File: src/rtl/mem_arbiter.sv
// Two-port arbiter in front of the single-port internal_mem. Port F is a
// read-only fetch path and port D is the load/store path. Each access runs
// IDLE -> ISSUE -> RESP for reads and IDLE -> ISSUE for writes.
module mem_arbiter #(
  parameter int unsigned ADDR_W     = 8,
  parameter int unsigned DATA_W     = 16,
  parameter bit          FIXED_PRIO = 1'b0
) (
  input  logic              clk,
  input  logic              rstN,
  input  logic              fReq,
  input  logic [ADDR_W-1:0] fAddr,
  output logic              fGnt,
  output logic              fValid,
  output logic [DATA_W-1:0] fData,
  input  logic              dReq,
  input  logic              dWe,
  input  logic [ADDR_W-1:0] dAddr,
  input  logic [DATA_W-1:0] dWdata,
  output logic              dGnt,
  output logic              dValid,
  output logic [DATA_W-1:0] dData,
  output logic [ADDR_W-1:0] memAddr,
  output logic              memEnable,
  output logic              memWEnable,
  output logic [DATA_W-1:0] memNewWord,
  input  logic [DATA_W-1:0] memWordOut
);

  typedef enum logic [1:0] {
    IDLE  = 2'd0,
    ISSUE = 2'd1,
    RESP  = 2'd2
  } state_t;

  typedef enum logic {
    PORT_F = 1'b0,
    PORT_D = 1'b1
  } port_t;

  state_t state;
  port_t  winner;
  port_t  last_win;
  port_t  pick_c;

  // Winner selection among the requests present this cycle
  always_comb begin
    pick_c = PORT_F;
    if (fReq && dReq) begin
      if (FIXED_PRIO) begin
        pick_c = PORT_F;
      end else begin
        pick_c = (last_win == PORT_F) ? PORT_D : PORT_F;
      end
    end else if (dReq) begin
      pick_c = PORT_D;
    end
  end

  // Access sequencer; memory strobes, grants and valids are all registered
  always_ff @(posedge clk or negedge rstN) begin
    if (!rstN) begin
      state      <= IDLE;
      winner     <= PORT_F;
      last_win   <= PORT_D;
      fGnt       <= 1'b0;
      dGnt       <= 1'b0;
      fValid     <= 1'b0;
      dValid     <= 1'b0;
      memAddr    <= '0;
      memEnable  <= 1'b0;
      memWEnable <= 1'b0;
      memNewWord <= '0;
    end else begin
      case (state)
        IDLE: begin
          if (fReq || dReq) begin
            state      <= ISSUE;
            winner     <= pick_c;
            memEnable  <= 1'b1;
            memAddr    <= (pick_c == PORT_D) ? dAddr : fAddr;
            memWEnable <= (pick_c == PORT_D) && dWe;
            memNewWord <= (pick_c == PORT_D) ? dWdata : '0;
            fGnt       <= (pick_c == PORT_F);
            dGnt       <= (pick_c == PORT_D);
          end
        end
        ISSUE: begin
          last_win   <= winner;
          memEnable  <= 1'b0;
          memWEnable <= 1'b0;
          fGnt       <= 1'b0;
          dGnt       <= 1'b0;
          if (memWEnable) begin
            state <= IDLE;
          end else begin
            state  <= RESP;
            fValid <= (winner == PORT_F);
            dValid <= (winner == PORT_D);
          end
        end
        RESP: begin
          fValid <= 1'b0;
          dValid <= 1'b0;
          state  <= IDLE;
        end
        default: begin
          state <= IDLE;
        end
      endcase
    end
  end

  // Read data is steered straight from the memory to the port being answered
  assign fData = fValid ? memWordOut : '0;
  assign dData = dValid ? memWordOut : '0;

endmodule
File: config.mk
export PLATFORM = sky130hd
export DESIGN_NAME = mem_arbiter
export DESIGN_NICKNAME = d
export VERILOG_FILES = /design/src/rtl/mem_arbiter.sv
export SDC_FILE = /design/constraint.sdc
export NUM_CORES = 1
export LEC_CHECK = 0
export ABC_AREA = 1
export CORE_MARGIN = 3
export CORE_UTILIZATION = 39
export DETAILED_ROUTE_END_ITERATION = 10
export PLACE_DENSITY = 0.94
export SLEW_MARGIN = 5
export SYNTH_ARGS = -nofsm -noshare
export SYNTH_HDL_FRONTEND = slang
export SYNTH_SLANG_ARGS = --single-unit
File: constraint.sdc
create_clock -name clk -period 3.22 [get_ports clk]
set_input_delay 0.483 -clock clk [delete_from_list [all_inputs] [get_ports clk]]
set_output_delay 0.483 -clock clk [all_outputs]
set_load 0.02 [all_outputs]
==> results of run 1 <==
==> power groups by stage <==
stage / Combinational, mW / Sequential [mW] / Clock, mW
2_1_floorplan: 0.624 / 0.971 / 0
3_3_place_gp: 1.45 / 0.793 / 0
3_5_place_dp: 1.49 / 0.798 / 0
4_1_cts: 1.50 / 0.798 / 0.333
5_1_grt: 1.61 / 0.825 / 0.349
6_report: 1.49 / 0.797 / 0.331
==> cell families (layout without fill, tap and decap cells) <==
logic type / after synthesis / in the layout
AND/OR/NAND/NOR: 147 / 147
buffers and inverters: 65 / 178
flip-flops: 34 / 34
AO/OA/AOI/OAI: 4 / 4
==> worst reg2reg max path: stages (launching register included) <==
cell and delay [ps]:
dfstp_2 560, nand2_4 110, nand2_8 120, inv_2 170, nand2_1 130, o21ai_0 80
==> metal layers <==
metal / routed length [um] / vias up / part of all wire, % / track usage, %
met2: 2770 / 100 / 51 / 36.8
met3: 663 / 11 / 12 / 6.76
met5: 0 / - / 0 / 0
met1: 1890 / 903 / 35 / 20.2
met4: 95 / 0 / 1.8 / 6.24
li1: - / 952 / - / -
==> final timing paths <==
kind	endpoint	slack, ps	from	cells after the start
max	fData[7]	950	fValid	3
min	memNewWord[0]	480	memNewWord[0]	2
max reg2reg	winner	1920	last_win	5
min reg2reg	memNewWord[0]	480	memNewWord[0]	2
max in group asynchronous	last_win	2290	rstN	2
min in group asynchronous	memNewWord[8]	600	rstN	2
==> cell usage in the layout (no fill, tap or decap) <==
cell type / count
buf_4: 2
clkbuf_8: 6
clkdlybuf4s50_1: 114
clkinv_2: 1
clkinvlp_4: 1
dfrtp_1: 33
dfstp_2: 1
inv_1: 53
inv_2: 1
nand2_1: 102
nand2_4: 1
nand2_8: 1
nand3_1: 39
nor2_1: 2
nor2_2: 2
o21ai_0: 3
o21ai_4: 1
==> flip-flops by register name (all words and copies together) (netlist names) <==
| name | flops |
|---|---|
| dGnt | 1 |
| dValid | 1 |
| fGnt | 1 |
| fValid | 1 |
| last_win | 1 |
| memAddr | 8 |
| memEnable | 1 |
| memNewWord | 16 |
| memWEnable | 1 |
| state | 2 |
| winner | 1 |
==> cell type report <==
| class | instances | area share [%] |
|---|---|---|
| timing repair buffer | 116 | 38.1 |
| multi-input combinational | 151 | 21.8 |
| clock inverter | 2 | 0.413 |
| inverter | 54 | 6.69 |
| clock buffer | 6 | 2.72 |
| tap | 52 | 2.15 |
| sequential | 34 | 28.1 |
==> metrics.json, run 1 <==
{
  "outcome": {"value": "complete, no violations"},
  "synth.area.top_cells": {"value": "dfrtp_1 46%, nand2_1 21%, inv_1 11%"},
  "clock_slew_at_reported_path_ffs": {"value": 70, "unit": "ps"},
  "row_count": {"value": 24},
  "synth_xor_xnor_area_share": {"value": 0, "unit": "%"},
  "cpPeakStageDelay": {"value": 670, "unit": "ps"},
  "most_used_dff_post_synth": {"value": "dfrtp_1"},
  "ys_top_cells_by_count": {"value": "102 x nand2_1, 53 x inv_1, 39 x nand3_1"},
  "ys.warnings.count": {"value": 0},
  "tritoncts_clock_tree": {"value": "built"},
  "detailed_place.area": {"value": 2940, "unit": "um2"},
  "insertedDiodeCount": {"value": 0},
  "drive_above_1_share": {"value": 4.68, "unit": "%"},
  "adder_and_majority_cell_fraction_of_the_synthesized_area": {"value": 0, "unit": "%"},
  "power.ir.vdd_worst": {"value": 0.000479, "unit": "V"},
  "drc": {"value": 0},
  "sequential_power_share": {"value": 30.5, "unit": "%"},
  "synth-compound-area-share": {"value": 1.74, "unit": "%"},
  "p_sw_share": {"value": 43.8, "unit": "%"},
  "timing.max_cap.violations": {"value": 0},
  "cts-buffers-inserted": {"value": 5},
  "endpoint_kind": {"value": "output pin"},
  "ioPinCount": {"value": 115},
  "area_of_combinational_cells_with_multiple_inputs": {"value": 661, "unit": "um2"},
  "min-delay-path-class": {"value": "register to register"},
  "synth_area": {"value": 1800, "unit": "um2"},
  "path_class": {"value": "register to output pin"},
  "drt-pass1-iter-count": {"value": 4},
  "cp_max_fo": {"value": 18},
  "slew_viol_final": {"value": 0},
  "timing.clock.skew": {"value": 3.92, "unit": "ps"},
  "synthesis.instances": {"value": 250},
  "maxClockFrequency": {"value": 0.441, "unit": "GHz"},
  "place.gp.congestion": {"value": 0.728},
  "required_time_of_the_critical_path": {"value": 2740, "unit": "ps"},
  "p_switching": {"value": 1.14, "unit": "mW"},
  "routed_wire_length_per_instance": {"value": 13.1, "unit": "um"},
  "yosysUniqueCellTypes": {"value": 16},
  "final-hold-violation-count": {"value": 0},
  "die-width": {"value": 74.0, "unit": "um"},
  "combPwrFrac": {"value": 56.8, "unit": "%"},
  "area_of_all_placed_cells_without_fillers": {"value": 3030, "unit": "um2"},
  "pwr_cell_area": {"value": 862, "unit": "nW/um2"},
  "syn-num-nets": {"value": 303},
  "cts-resized-gates": {"value": 0},
  "synth_largest_area_cell": {"value": "dfrtp_1"},
  "post-synth-top-area-fraction": {"value": 45.8, "unit": "%"},
  "drt_iter0_drc": {"value": 68},
  "core": {"value": 4410, "unit": "um2"},
  "ys_seq_elements": {"value": 34},
  "timing.critical_path.max_delay_family": {"value": "flip-flops"},
  "crit_buf_inv": {"value": 2},
  "nNetsFinal": {"value": 415},
  "gr-total-overflow": {"value": 0},
  "post-cts-setup-buffers": {"value": 0},
  "cts_sinks": {"value": 34},
  "post-route-util": {"value": 68.7, "unit": "%"},
  "post_synth_mux_area_share": {"value": 0, "unit": "%"},
  "total_power": {"value": 2.61, "unit": "mW"},
  "chipHeight": {"value": 74.0, "unit": "um"},
  "ctsHtreeMaxLevel": {"value": 2},
  "grt_pass1_vias": {"value": 1894},
  "dp_cells": {"value": 407},
  "ant_nets": {"value": 0},
  "setup_tns": {"value": 0, "unit": "ps"},
  "first_pass_grt_wire_length": {"value": 8.25, "unit": "mm"},
  "synth_simple_gate_area_share": {"value": 34.9, "unit": "%"},
  "floorplan.initialDensity": {"value": 40.8, "unit": "%"},
  "pre_cts_ws": {"value": 879, "unit": "ps"},
  "initial_antenna_violation_count": {"value": 0},
  "seq_area": {"value": 852, "unit": "um2"},
  "synth_most_common_cell": {"value": "nand2_1"},
  "synth_enable_flop_cells": {"value": 0},
  "clk_latency": {"value": 290, "unit": "ps"},
  "worst_pin_slew": {"value": 726, "unit": "ps"},
  "p_leak": {"value": 1.67, "unit": "nW"},
  "worst_setup_path_start_kind": {"value": "register"},
  "cp_slowest_cell": {"value": "dfrtp_1"},
  "cts-root-to-sink-buffers": {"value": 2},
  "die_area": {"value": 5470, "unit": "um2"},
  "period_minus_slack": {"value": 2270, "unit": "ps"},
  "hold_ws": {"value": 481, "unit": "ps"},
  "via_count_of_the_routed_design": {"value": 1966},
  "grtUsageTotal": {"value": 19.6, "unit": "%"},
  "pin_count_of_the_biggest_net_entering_global_routing": {"value": 35},
  "main_combinational_cell_family_by_area_after_synthesis": {"value": "simple AND/OR/NAND/NOR gates"},
  "finalSetupViolations": {"value": 0},
  "detailedPlacementHpwl": {"value": 4.15, "unit": "mm"},
  "internal_power": {"value": 1.47, "unit": "mW"},
  "detail_route.vias_per_cell": {"value": 4.74},
  "post-route-period-util": {"value": 70.4, "unit": "%"},
  "post-route-worst-setup-slack": {"value": 953, "unit": "ps"},
  "clk_root_buffer_cell": {"value": "clkbuf_8"},
  "synth_seq_area_share": {"value": 47.3, "unit": "%"},
  "worstPathCellList": {"value": "nand2_1, inv_1, clkdlybuf4s50_1"},
  "portbufs": {"value": 114},
  "grt_setup_unrepaired": {"value": "false"},
  "total_of_hold_buffers_inserted_after_clock_tree_synthesis": {"value": 0},
  "postSynth.asyncResetShare": {"value": 100, "unit": "%"},
  "share_clk_of_total_power": {"value": 12.6, "unit": "%"},
  "critPathArrivalTime": {"value": 1780, "unit": "ps"},
  "area_growth_syn_to_layout": {"value": 68.3, "unit": "%"},
  "post_synth.cell_area_avg": {"value": 7.21, "unit": "um2"},
  "layoutNonFillerInstCount": {"value": 415},
  "detailed_route_wl": {"value": 5.42, "unit": "mm"},
  "relSlewSlack": {"value": 51.4, "unit": "%"},
  "fillerInstances": {"value": 352}
}
Note: power is estimated with default switching activity, not from simulation.
==> run 2, diff against run 1 <==
--- a/config.mk
+++ b/config.mk
@@ -7,9 +7,9 @@
 export LEC_CHECK = 0
 export ABC_AREA = 1
 export CORE_MARGIN = 3
-export CORE_UTILIZATION = 39
+export CORE_UTILIZATION = 33
 export DETAILED_ROUTE_END_ITERATION = 10
-export PLACE_DENSITY = 0.94
+export PLACE_DENSITY = 0.86
 export SLEW_MARGIN = 5
 export SYNTH_ARGS = -nofsm -noshare
 export SYNTH_HDL_FRONTEND = slang
==> constraint.sdc (replaced) <==
create_clock -name clk -period 2 [get_ports clk]
set_input_delay 0.3 -clock clk [delete_from_list [all_inputs] [get_ports clk]]
set_output_delay 0.3 -clock clk [all_outputs]
set_load 0.02 [all_outputs]
==> run 2 against run 1 <==
  * Register-to-register slack worse by 1200 ps
  * Combinational power is 71% higher
  * Wire length decreased by 6.8%
  * Final cell count is 5.5% higher
  * First-iteration DRC count fell by 10%
  * Clock power up 59%
  * Worst hold slack got worse by 410 ps
  * Total power rose by 64%
  * Utilization is 8.9 points lower
==> metrics.json, run 2 (same netlist as run 1, synthesis figures left out) <==
{
  "tritoncts_clock_tree": {"value": "built"},
  "layout_common_cells": {"value": "113 x clkdlybuf4s50_1, 102 x nand2_1, 53 x inv_1, 39 x nand3_1, 32 x dfrtp_1"},
  "chipHeight": {"value": 79.9, "unit": "um", "change": "+8.0%"},
  "maxClockFrequency": {"value": 0.530, "unit": "GHz"},
  "initial_antenna_violation_count": {"value": 0, "change": "unchanged"},
  "timing.critical_path.max_delay_family": {"value": "buffers and inverters"},
  "grtUsageTotal": {"value": 16.5, "unit": "%", "change": "-3.1 points"},
  "area_growth_syn_to_layout": {"value": 72.8, "unit": "%"},
  "crit-reg2reg-launch": {"value": "last_win"},
  "path_class": {"value": "register to output pin"},
  "share_clk_of_total_power": {"value": 12.2, "unit": "%", "change": "-0.4 points"},
  "endpoint_kind": {"value": "output pin"},
  "total_power": {"value": 4.29, "unit": "mW", "change": "+64%"},
  "via_count_of_the_routed_design": {"value": 1924, "change": "-2.1%"},
  "drt-pass1-iter-count": {"value": 4, "change": "unchanged"},
  "row_count": {"value": 26, "change": "+8.3%"},
  "dp_cells": {"value": 429, "change": "+5.4%"},
  "drive_above_1_share": {"value": 6.52, "unit": "%", "change": "+1.8 points"},
  "clk_root_buffer_cell": {"value": "clkbuf_8"},
  "regMostFlops": {"value": "memNewWord"},
  "layoutNonFillerInstCount": {"value": 438, "change": "+5.5%"},
  "post-route-util": {"value": 59.8, "unit": "%", "change": "-8.9 points"},
  "detailed_route_wl": {"value": 5.05, "unit": "mm", "change": "-6.8%"},
  "area_of_all_placed_cells_without_fillers": {"value": 3110, "unit": "um2", "change": "+2.7%"},
  "mostFrequentLayoutCell": {"value": "clkdlybuf4s50_1"},
  "biggestRegsByFlops": {"value": "memNewWord (16), memAddr (8), state (2)"},
  "cpPeakStageDelay": {"value": 600, "unit": "ps", "change": "-70 ps"},
  "power.ir.vdd_worst": {"value": 0.000615, "unit": "V", "change": "+28%"},
  "pwr_cell_area": {"value": 1380, "unit": "nW/um2", "change": "+60%"},
  "pre_cts_ws": {"value": 163, "unit": "ps", "change": "-716 ps"},
  "drt_iter0_drc": {"value": 61, "change": "-10%"},
  "timing.max_cap.violations": {"value": 0, "change": "unchanged"},
  "post-route-period-util": {"value": 94.3, "unit": "%"},
  "ctsHtreeMaxLevel": {"value": 2, "change": "unchanged"},
  "die-width": {"value": 79.9, "unit": "um", "change": "+8.0%"},
  "required_time_of_the_critical_path": {"value": 1700, "unit": "ps", "change": "-1040 ps"},
  "combPwrFrac": {"value": 59.4, "unit": "%", "change": "+2.6 points"},
  "global_route.usage.met2": {"value": 30.2, "unit": "%", "change": "-6.6 points"},
  "worst_setup_path_start_kind": {"value": "register"},
  "cp_slowest_cell": {"value": "clkdlybuf4s50_1"},
  "floorplan.initialDensity": {"value": 34.6, "unit": "%", "change": "-6.2 points"},
  "finalSetupViolations": {"value": 0, "change": "unchanged"},
  "p_sw_share": {"value": 42.4, "unit": "%", "change": "-1.4 points"},
  "gr-total-overflow": {"value": 0, "change": "unchanged"},
  "routed_wire_length_per_instance": {"value": 11.5, "unit": "um", "change": "-12%"},
  "ant_nets": {"value": 0, "change": "unchanged"},
  "nNetsFinal": {"value": 420, "change": "+1.2%"},
  "global_route.peak_usage_layer": {"value": "met2"},
  "clk_latency": {"value": 280, "unit": "ps", "change": "about the same"},
  "cts-root-to-sink-buffers": {"value": 2, "change": "unchanged"},
  "post-route-worst-setup-slack": {"value": 113, "unit": "ps", "change": "-840 ps"},
  "first_pass_grt_wire_length": {"value": 8.33, "unit": "mm", "change": "+0.92%"},
  "portbufs": {"value": 114, "change": "unchanged"},
  "grt_setup_unrepaired": {"value": "false"},
  "pin_count_of_the_biggest_net_entering_global_routing": {"value": 35, "change": "unchanged"},
  "insertedDiodeCount": {"value": 0, "change": "unchanged"},
  "hold_ws": {"value": 71.9, "unit": "ps", "change": "-409 ps"},
  "cts-buffers-inserted": {"value": 5, "change": "unchanged"},
  "critical_path.reg2reg.endpoint": {"value": "winner"},
  "sequential_power_share": {"value": 28.4, "unit": "%", "change": "-2.1 points"},
  "groute.layer.met1.usage": {"value": 17.8, "unit": "%", "change": "-2.4 points"},
  "internal_power": {"value": 2.47, "unit": "mW", "change": "+68%"},
  "min-delay-path-class": {"value": "input port to asynchronous set/reset pin"},
  "critPathArrivalTime": {"value": 1590, "unit": "ps", "change": "-190 ps"},
  "clock_slew_at_reported_path_ffs": {"value": 70, "unit": "ps", "change": "about the same"},
  "worst_case_register_to_register_setup_slack": {"value": 750, "unit": "ps", "change": "-1170 ps"},
  "ff2ff_path_depth": {"value": 5, "change": "unchanged"},
  "largest_register_ff_count": {"value": 16, "change": "unchanged"},
  "cp_max_fo": {"value": 17, "change": "-1"},
  "outcome": {"value": "complete, no violations"},
  "p_leak": {"value": 1.70, "unit": "nW", "change": "+1.9%"},
  "worst_pin_slew": {"value": 739, "unit": "ps", "change": "+12.4 ps"},
  "setup_tns": {"value": 0, "unit": "ps", "change": "unchanged"},
  "die_area": {"value": 6380, "unit": "um2", "change": "+17%"},
  "timing.clock.skew": {"value": 5.11, "unit": "ps", "change": "+1.19 ps"},
  "detailed_place.area": {"value": 3000, "unit": "um2", "change": "+2.0%"},
  "relSlewSlack": {"value": 50.8, "unit": "%", "change": "-0.64 points"},
  "detailedPlacementHpwl": {"value": 3.87, "unit": "mm", "change": "-6.9%"},
  "slew_viol_final": {"value": 0, "change": "unchanged"},
  "grt.met3_usage": {"value": 6.32, "unit": "%", "change": "-0.44 points"},
  "core": {"value": 5200, "unit": "um2", "change": "+18%"},
  "grt_pass1_vias": {"value": 1893, "change": "-0.053%"},
  "drc": {"value": 0, "change": "unchanged"},
  "worstPathCellList": {"value": "buf_4, nand2_1, inv_1, clkdlybuf4s50_1"},
  "cts_sinks": {"value": 34, "change": "unchanged"},
  "final-hold-violation-count": {"value": 0, "change": "unchanged"},
  "ioPinCount": {"value": 115, "change": "unchanged"},
  "period_minus_slack": {"value": 1890, "unit": "ps"},
  "crit_buf_inv": {"value": 3, "change": "+1"},
  "place.gp.congestion": {"value": 0.732, "change": "+0.55%"},
  "detail_route.vias_per_cell": {"value": 4.39, "change": "-7.3%"},
  "p_switching": {"value": 1.82, "unit": "mW", "change": "+59%"}
}
run 2: cell count changes in the layout (fill, tap and decap cells not counted), sizes merged:
cell / delta
clkdlybuf4s50: -1
buf: +6
run 2: power groups by stage:
stage	Combinational, mW	Clock [mW]	Sequential, mW
detailed placement	2.50	0	1.25
finish	2.55	0.525	1.22
global placement	2.45	0	1.25
global route	2.78	0.575	1.26
floorplan	1.00	0	1.56
CTS	2.50	0.544	1.26
run 2: metal layers:
layer,vias to the layer above,wire (um)
met1,859,1970
li1,969,-
met4,0,45
met5,-,0
met2,91,2480
met3,5,550
run 2: worst max-delay path by stage:
stage | to | cells past startpoint | startpoint | slack, ps
floorplan | fData[10] | 4 | fValid | 610
global placement | fData[0] | 4 | memWordOut[0] | 170
detailed placement | fData[0] | 4 | memWordOut[0] | 160
CTS | fData[1] | 3 | fValid | 70
global route | dData[11] | 4 | dValid | 20
finish | dData[11] | 4 | dValid | 110
run 2: area by class of cell:
| cell class | instances | area (um2) |
|---|---|---|
| Clock buffer | 6 | 82.6 |
| Sequential cell | 34 | 853 |
| Multi-Input combinational cell | 151 | 661 |
| Timing Repair Buffer | 121 | 1210 |
| Fill cell | 477 | 2090 |
| Clock inverter | 2 | 12.5 |
| Tap cell | 70 | 87.6 |
| Inverter | 54 | 203 |
run 2: timing repair:
item / in CTS / in global routing
setup endpoints to repair: 16 / 1
gates resized for setup: 1 / 0
hold buffers: 0 / 0
pin swaps: 0 / 0
setup buffers: 0 / 1
